--- src/rtl/ray_pkg.sv ---
// Shared types and constants for the ray-cast column scheduler and its
// nearest-hit selector.
package ray_pkg;

   localparam int ANGLE_W     = 12;
   localparam int COORD_W     = 12;
   localparam int FULL_CIRCLE = 1 << ANGLE_W;

   typedef enum logic [2:0] {
      S_IDLE   = 3'd0,
      S_LAUNCH = 3'd1,
      S_WAIT   = 3'd2,
      S_SELECT = 3'd3,
      S_EMIT   = 3'd4,
      S_DONE   = 3'd5
   } state_t;

   function automatic logic [COORD_W-1:0] abs_diff(input logic [COORD_W-1:0] a,
                                                   input logic [COORD_W-1:0] b);
      return (a >= b) ? (a - b) : (b - a);
   endfunction

   // Manhattan distance; one extra bit so the sum of two full-range deltas fits.
   function automatic logic [COORD_W:0] manhattan(input logic [COORD_W-1:0] ax,
                                                  input logic [COORD_W-1:0] ay,
                                                  input logic [COORD_W-1:0] bx,
                                                  input logic [COORD_W-1:0] by);
      return {1'b0, abs_diff(ax, bx)} + {1'b0, abs_diff(ay, by)};
   endfunction

endpackage

--- src/rtl/nearer_hit_select.sv ---
// Picks the nearer of the horizontal and vertical wall hits for one ray.
// Purely combinational; the scheduler registers the result.
module nearer_hit_select
   import ray_pkg::*;
(
   input  logic [COORD_W-1:0] ray_x,
   input  logic [COORD_W-1:0] ray_y,
   input  logic [COORD_W-1:0] h_x,
   input  logic [COORD_W-1:0] h_y,
   input  logic               h_found,
   input  logic [COORD_W-1:0] v_x,
   input  logic [COORD_W-1:0] v_y,
   input  logic               v_found,
   output logic [COORD_W-1:0] sel_x,
   output logic [COORD_W-1:0] sel_y,
   output logic [COORD_W:0]   sel_dist,
   output logic               sel_found,
   output logic               sel_horiz
);

   logic [COORD_W:0] h_dist;
   logic [COORD_W:0] v_dist;

   assign h_dist = manhattan(h_x, h_y, ray_x, ray_y);
   assign v_dist = manhattan(v_x, v_y, ray_x, ray_y);

   // Equal distances resolve to the horizontal finder.
   always_comb begin
      sel_x     = '0;
      sel_y     = '0;
      sel_dist  = '1;
      sel_found = 1'b0;
      sel_horiz = 1'b0;
      if (h_found && (!v_found || (h_dist <= v_dist))) begin
         sel_x     = h_x;
         sel_y     = h_y;
         sel_dist  = h_dist;
         sel_found = 1'b1;
         sel_horiz = 1'b1;
      end else if (v_found) begin
         sel_x     = v_x;
         sel_y     = v_y;
         sel_dist  = v_dist;
         sel_found = 1'b1;
      end
   end

endmodule

--- src/rtl/raycast_column_scheduler.sv ---
// Frame sequencer: sweeps every screen column, launches both wall finders per
// ray, and hands the nearer hit to the column renderer one column at a time.
module raycast_column_scheduler
   import ray_pkg::*;
#(
   parameter int NUM_COLS   = 160,
   parameter int ANGLE_STEP = 4
) (
   input  logic               clock,
   input  logic               resetn,
   input  logic               start_frame,
   input  logic [COORD_W-1:0] playerX,
   input  logic [COORD_W-1:0] playerY,
   input  logic [ANGLE_W-1:0] player_angle,
   output logic [ANGLE_W-1:0] alpha,
   output logic [COORD_W-1:0] rayX,
   output logic [COORD_W-1:0] rayY,
   output logic               begin_calc,
   input  logic [COORD_W-1:0] h_wallX,
   input  logic [COORD_W-1:0] h_wallY,
   input  logic               h_wall_found,
   input  logic               h_end_calc,
   input  logic [COORD_W-1:0] v_wallX,
   input  logic [COORD_W-1:0] v_wallY,
   input  logic               v_wall_found,
   input  logic               v_end_calc,
   output logic [7:0]         col_idx,
   output logic [COORD_W-1:0] hitX,
   output logic [COORD_W-1:0] hitY,
   output logic [COORD_W:0]   hit_dist,
   output logic               hit_found,
   output logic               hit_horiz,
   output logic               col_valid,
   input  logic               col_ready,
   output logic               frame_busy,
   output logic               frame_done,
   output logic [2:0]         state_dbg
);

   // Column handshake: a result transfers on any rising edge where col_valid
   // and col_ready are both high. While col_valid is high and col_ready is
   // low, col_idx, hitX, hitY, hit_dist, hit_found and hit_horiz hold steady.
   // col_ready may stay low for any number of cycles.

   localparam logic [ANGLE_W-1:0] HALF_SWEEP =
      ANGLE_W'(((NUM_COLS * ANGLE_STEP) / 2) % FULL_CIRCLE);
   localparam logic [ANGLE_W-1:0] STEP     = ANGLE_W'(ANGLE_STEP % FULL_CIRCLE);
   localparam logic [7:0]         LAST_COL = 8'(NUM_COLS - 1);

   state_t             state;
   logic [7:0]         col;
   logic               h_done;
   logic               v_done;
   logic [COORD_W-1:0] h_x_q;
   logic [COORD_W-1:0] h_y_q;
   logic               h_found_q;
   logic [COORD_W-1:0] v_x_q;
   logic [COORD_W-1:0] v_y_q;
   logic               v_found_q;
   logic               both_done;

   logic [COORD_W-1:0] sel_x;
   logic [COORD_W-1:0] sel_y;
   logic [COORD_W:0]   sel_dist;
   logic               sel_found;
   logic               sel_horiz;

   assign state_dbg = state;
   assign col_idx   = col;
   // Count a pulse arriving this cycle so the last done reaches S_SELECT at once.
   assign both_done = (h_done | h_end_calc) & (v_done | v_end_calc);

   nearer_hit_select u_select (
      .ray_x     (rayX),
      .ray_y     (rayY),
      .h_x       (h_x_q),
      .h_y       (h_y_q),
      .h_found   (h_found_q),
      .v_x       (v_x_q),
      .v_y       (v_y_q),
      .v_found   (v_found_q),
      .sel_x     (sel_x),
      .sel_y     (sel_y),
      .sel_dist  (sel_dist),
      .sel_found (sel_found),
      .sel_horiz (sel_horiz)
   );

   always_ff @(posedge clock) begin
      if (!resetn) begin
         state      <= S_IDLE;
         col        <= '0;
         alpha      <= '0;
         rayX       <= '0;
         rayY       <= '0;
         begin_calc <= 1'b0;
         h_done     <= 1'b0;
         v_done     <= 1'b0;
         h_x_q      <= '0;
         h_y_q      <= '0;
         h_found_q  <= 1'b0;
         v_x_q      <= '0;
         v_y_q      <= '0;
         v_found_q  <= 1'b0;
         hitX       <= '0;
         hitY       <= '0;
         hit_dist   <= '0;
         hit_found  <= 1'b0;
         hit_horiz  <= 1'b0;
         col_valid  <= 1'b0;
         frame_busy <= 1'b0;
         frame_done <= 1'b0;
      end else begin
         case (state)
            S_IDLE: begin
               if (start_frame) begin
                  rayX       <= playerX;
                  rayY       <= playerY;
                  alpha      <= player_angle - HALF_SWEEP;
                  col        <= '0;
                  begin_calc <= 1'b1;
                  frame_busy <= 1'b1;
                  state      <= S_LAUNCH;
               end
            end
            S_LAUNCH: begin
               begin_calc <= 1'b0;
               h_done     <= 1'b0;
               v_done     <= 1'b0;
               state      <= S_WAIT;
            end
            S_WAIT: begin
               if (h_end_calc && !h_done) begin
                  h_done    <= 1'b1;
                  h_x_q     <= h_wallX;
                  h_y_q     <= h_wallY;
                  h_found_q <= h_wall_found;
               end
               if (v_end_calc && !v_done) begin
                  v_done    <= 1'b1;
                  v_x_q     <= v_wallX;
                  v_y_q     <= v_wallY;
                  v_found_q <= v_wall_found;
               end
               if (both_done) begin
                  state <= S_SELECT;
               end
            end
            S_SELECT: begin
               hitX      <= sel_x;
               hitY      <= sel_y;
               hit_dist  <= sel_dist;
               hit_found <= sel_found;
               hit_horiz <= sel_horiz;
               col_valid <= 1'b1;
               state     <= S_EMIT;
            end
            S_EMIT: begin
               if (col_ready) begin
                  col_valid <= 1'b0;
                  if (col == LAST_COL) begin
                     frame_done <= 1'b1;
                     state      <= S_DONE;
                  end else begin
                     col        <= col + 8'd1;
                     alpha      <= alpha + STEP;
                     begin_calc <= 1'b1;
                     state      <= S_LAUNCH;
                  end
               end
            end
            S_DONE: begin
               frame_done <= 1'b0;
               frame_busy <= 1'b0;
               state      <= S_IDLE;
            end
            default: begin
               state <= S_IDLE;
            end
         endcase
      end
   end

endmodule

--- config.mk ---
export PLATFORM = sky130hd
export DESIGN_NAME = raycast_column_scheduler
export DESIGN_NICKNAME = d
export VERILOG_FILES = /design/src/rtl/ray_pkg.sv /design/src/rtl/nearer_hit_select.sv /design/src/rtl/raycast_column_scheduler.sv
export SDC_FILE = /design/constraint.sdc
export NUM_CORES = 1
export LEC_CHECK = 0
export BUFFER_PORTS_ARGS = -buffer_cell sky130_fd_sc_hd__buf_2
export CORE_ASPECT_RATIO = 1.1
export CORE_MARGIN = 2
export CORE_UTILIZATION = 25
export CTS_BUF_LIST = sky130_fd_sc_hd__clkbuf_16
export DETAILED_ROUTE_END_ITERATION = 7
export GPL_TIMING_DRIVEN = 0
export PLACE_DENSITY_LB_ADDON = 0.15
export SKIP_CTS_REPAIR_TIMING = 1
export SLEW_MARGIN = 25
export SYNTH_ARGS = -nofsm -noshare
export SYNTH_HDL_FRONTEND = slang
export SYNTH_SLANG_ARGS = --single-unit
--- constraint.sdc ---
create_clock -name clock -period 6.2 [get_ports clock]
set_input_delay 0.62 -clock clock [delete_from_list [all_inputs] [get_ports clock]]
set_output_delay 0.62 -clock clock [all_outputs]
set_load 0.05 [all_outputs]
==> flow_summary.toml <==
[clock_tree]
clock-sinks = 142
numCtsBuffers = 17
clockRootBuffer = "clkbuf_16"
cts.path.max_buffers = 2
cts_tree = "done"
cts-htree-levels = 4
clkLatencyLatePin_ns = 0.46
clk_pin_slew_ns = 0.07

[critical_path]
crit_top_cell = "ha_1"
crit_fanout = 10
max_stage_delay_ns = 0.42
cp-start-kind = "register"
critical-path-top-delay-family = "compound AO/OA/AOI/OAI gates"
cpMaxStageDelayCell = "dfxtp_2"
worstSetupPathType = "reg2reg"
worst_setup_path_end_kind = "register"
worst_ep_arrival_time_ns = 6.32
cp_data_required_time_ns = 6.58
worst-path-buf-inv = 6

[place]
gp_congestion = 0.872
hpwl_mm = 36.6
port_buffers = 180
place_ws_ns = -1.44
dp.cells = 2254
placed_area_sq_um = 13100

[logic_synthesis]
yosysSeqAreaShare = 0.247
synthCells = 1485
synth_area_sq_um = 11500
ys.flop_type = "dfxtp_1"
syn-num-nets = 1719
synth_edf_count = 0
syn_avg_cell_area_sq_um = 7.74
ys_ff_latch = 142
synth_warnings = 0
async_flop_share = 0
synth_cell_types = 68

[global_route]
first_global_vias = 11000
grt_pass1_wl_mm = 66.3
grt_overflow_total = 0
grt_max_degree = 17
antenna_found_initial = 2
grt.total_usage = 0.184

[timing]
finClkSkew_ns = 0.0139
tightestPinTransition_ns = 0.948
slew_headroom = 0.366
fin_ws_ns = 0.260
post-route-min-period_ns = 5.94
setup_violations = 0
report.final.hold_viol_count = 0
max_freq_ghz = 0.168
fin_crit_sh = 0.958
finalMaxSlewViolations = 0

[route]
avgViaCountPerCell = 4.92
num_vias = 11300
route.detailed.drc = 0
first_pass_iters = 5
drt_iter0_drc = 687
ant_nets = 0
wl_mm = 44.6
wl_per_cell_um = 19.4

[finish]
final_cells = 2297
final_core_util = 0.311
drive_gt1_frac = 0.191
syn2layout_area_growth_pct = 23.0
final_net_count = 1930
postLayoutCellArea_sq_um = 14100
num_antenna_cells = 0

[run_status]
status = "complete, no violations"

[pwr]
leakage_uw = 0.00582
power.density_nw_per_um2 = 450
total_power_uw = 6350
max-vdd-ir-drop_uv = 310

[die]
die_y_um = 229
die_x_um = 208
start_util = 0.253
num_rows = 82
io_pins = 182
die-area_sq_um = 47700
core_area_sq_um = 45500

[job]
max_cap_viol_count = 0

[hold_path]
hp-class = "in2reg"
routing by layer:
| layer | GRT usage | up-vias | share of wire | routed length (um) |
|---|---|---|---|---|
| met5 | 0 | - | 0.00047 | 21 |
| met4 | 0.0690 | 4 | 0.028 | 1260 |
| met3 | 0.0306 | 61 | 0.046 | 2040 |
| met2 | 0.312 | 297 | 0.47 | 20900 |
| met1 | 0.234 | 5311 | 0.46 | 20400 |
| li1 | - | 5638 | - | - |
Yosys cell counts (all sizes together) (11+ instances only):
| cell | instances | area [sq um] |
|---|---|---|
| buf | 26 | 151 |
| a31oi | 39 | 250 |
| nand2 | 249 | 935 |
| nand4 | 19 | 119 |
| a21boi | 80 | 601 |
| xor2 | 31 | 272 |
| o21a | 20 | 150 |
| inv | 112 | 420 |
| nand2b | 11 | 68.8 |
| o211ai | 33 | 248 |
| xnor2 | 34 | 298 |
| a21o | 28 | 210 |
| nor2 | 57 | 214 |
| nand3 | 18 | 90.1 |
| clkbuf | 59 | 221 |
| nor2b | 24 | 150 |
| a211oi | 21 | 163 |
| dfxtp | 142 | 2840 |
| nand3b | 11 | 82.6 |
| o21ai | 85 | 425 |
| nor3 | 19 | 106 |
| ha | 132 | 1650 |
| a21oi | 98 | 505 |
| mux2i | 30 | 300 |
report_power, final:
| group | switching [uW] | leakage [uW] | internal [uW] |
|---|---|---|---|
| clock network | 456 | 0.000277 | 589 |
| registers | 89.8 | 0.00116 | 977 |
| logic | 2470 | 0.00438 | 1770 |
through the flow:
step                      hold WS (ns)  setup TNS (ns)
after global placement           0.438          -53.52
after floorplan                  0.461               0
after detailed placement         0.444          -51.07
after global routing             0.398          -0.156
final                            0.402               0
after CTS                        0.377          -53.29
state kept, by name (all words and copies together) (netlist names), 3 cells and up:
| name | flops |
|---|---|
| col_idx | 8 |
| rayY | 12 |
| v_y_q | 12 |
| hitY | 12 |
| h_y_q | 12 |
| h_x_q | 12 |
| state_dbg | 3 |
| v_x_q | 12 |
| hit_dist | 13 |
| rayX | 12 |
| alpha | 12 |
| hitX | 12 |
cell families (layout without fill, tap and decap cells):
group | after synthesis | count (layout) | synth area share
AOI/OAI and AO/OA | 460 | 460 | 0.264
xor gates and xnor gates | 65 | 65 | 0.0495
adders and majority gates | 142 | 142 | 0.161
buffers and inverters | 198 | 422 | 0.0694
DFF | 142 | 142 | 0.247
muxes | 37 | 37 | 0.0330
and+or+nand+nor | 441 | 441 | 0.176
tightest hold or removal path: cells and delay by family:
| family | cells | cell delay (ns) |
|---|---|---|
| and+or+nand+nor | 1 | 0.04 |
| buffers and inverters | 1 | 0.10 |
| AOI/OAI and AO/OA | 1 | 0.06 |
path summary, 6_finish.rpt:
path,startpoint,end,slack [ns],cells after the start
hold / removal,playerX[9],rayX[9],0.40,3
setup reg to reg,rayX[0],hitX[4],0.26,28
hold reg to reg,alpha[0],alpha[0],0.45,2
setup / recovery,rayX[0],hitX[4],0.26,28
cell usage in the layout, fill, tap and decap left out, types with 6 or more instances in the layout:
master     count
o22ai_1        6
mux2i_1       27
buf_6          8
o21ai_0       76
clkbuf_16     17
o21bai_1       6
or3_1          6
nand3b_1      11
a21oi_1       91
buf_2        192
a21oi_2        6
nor3_1        18
o21ai_1        9
dfxtp_2       17
inv_1        112
nor2b_1       24
xnor2_1       32
a21o_1        28
a21boi_0      80
a211oi_1      17
dfxtp_1      121
clkbuf_1      49
nand3_1       18
ha_2           6
nand2_1      249
fa_1          10
and2_1         7
nand4_1       19
xor2_1        30
ha_1         125
buf_4         17
mux2_2         7
a31oi_1       38
nand2b_1      11
o211ai_1      33
nor2_1        56
o21a_1        20
area by class of cell:
class,instances,area [sq um]
fillers,4926,31300
multi-input cells,1145,8060
flip-flops and latches,142,2880
repair buffers,199,1070
well taps,588,736
inverters,113,428
clock buffers,17,425
plain buffers,78,390
clock inverters,15,146
Note: power is estimated with default switching activity, not from simulation.
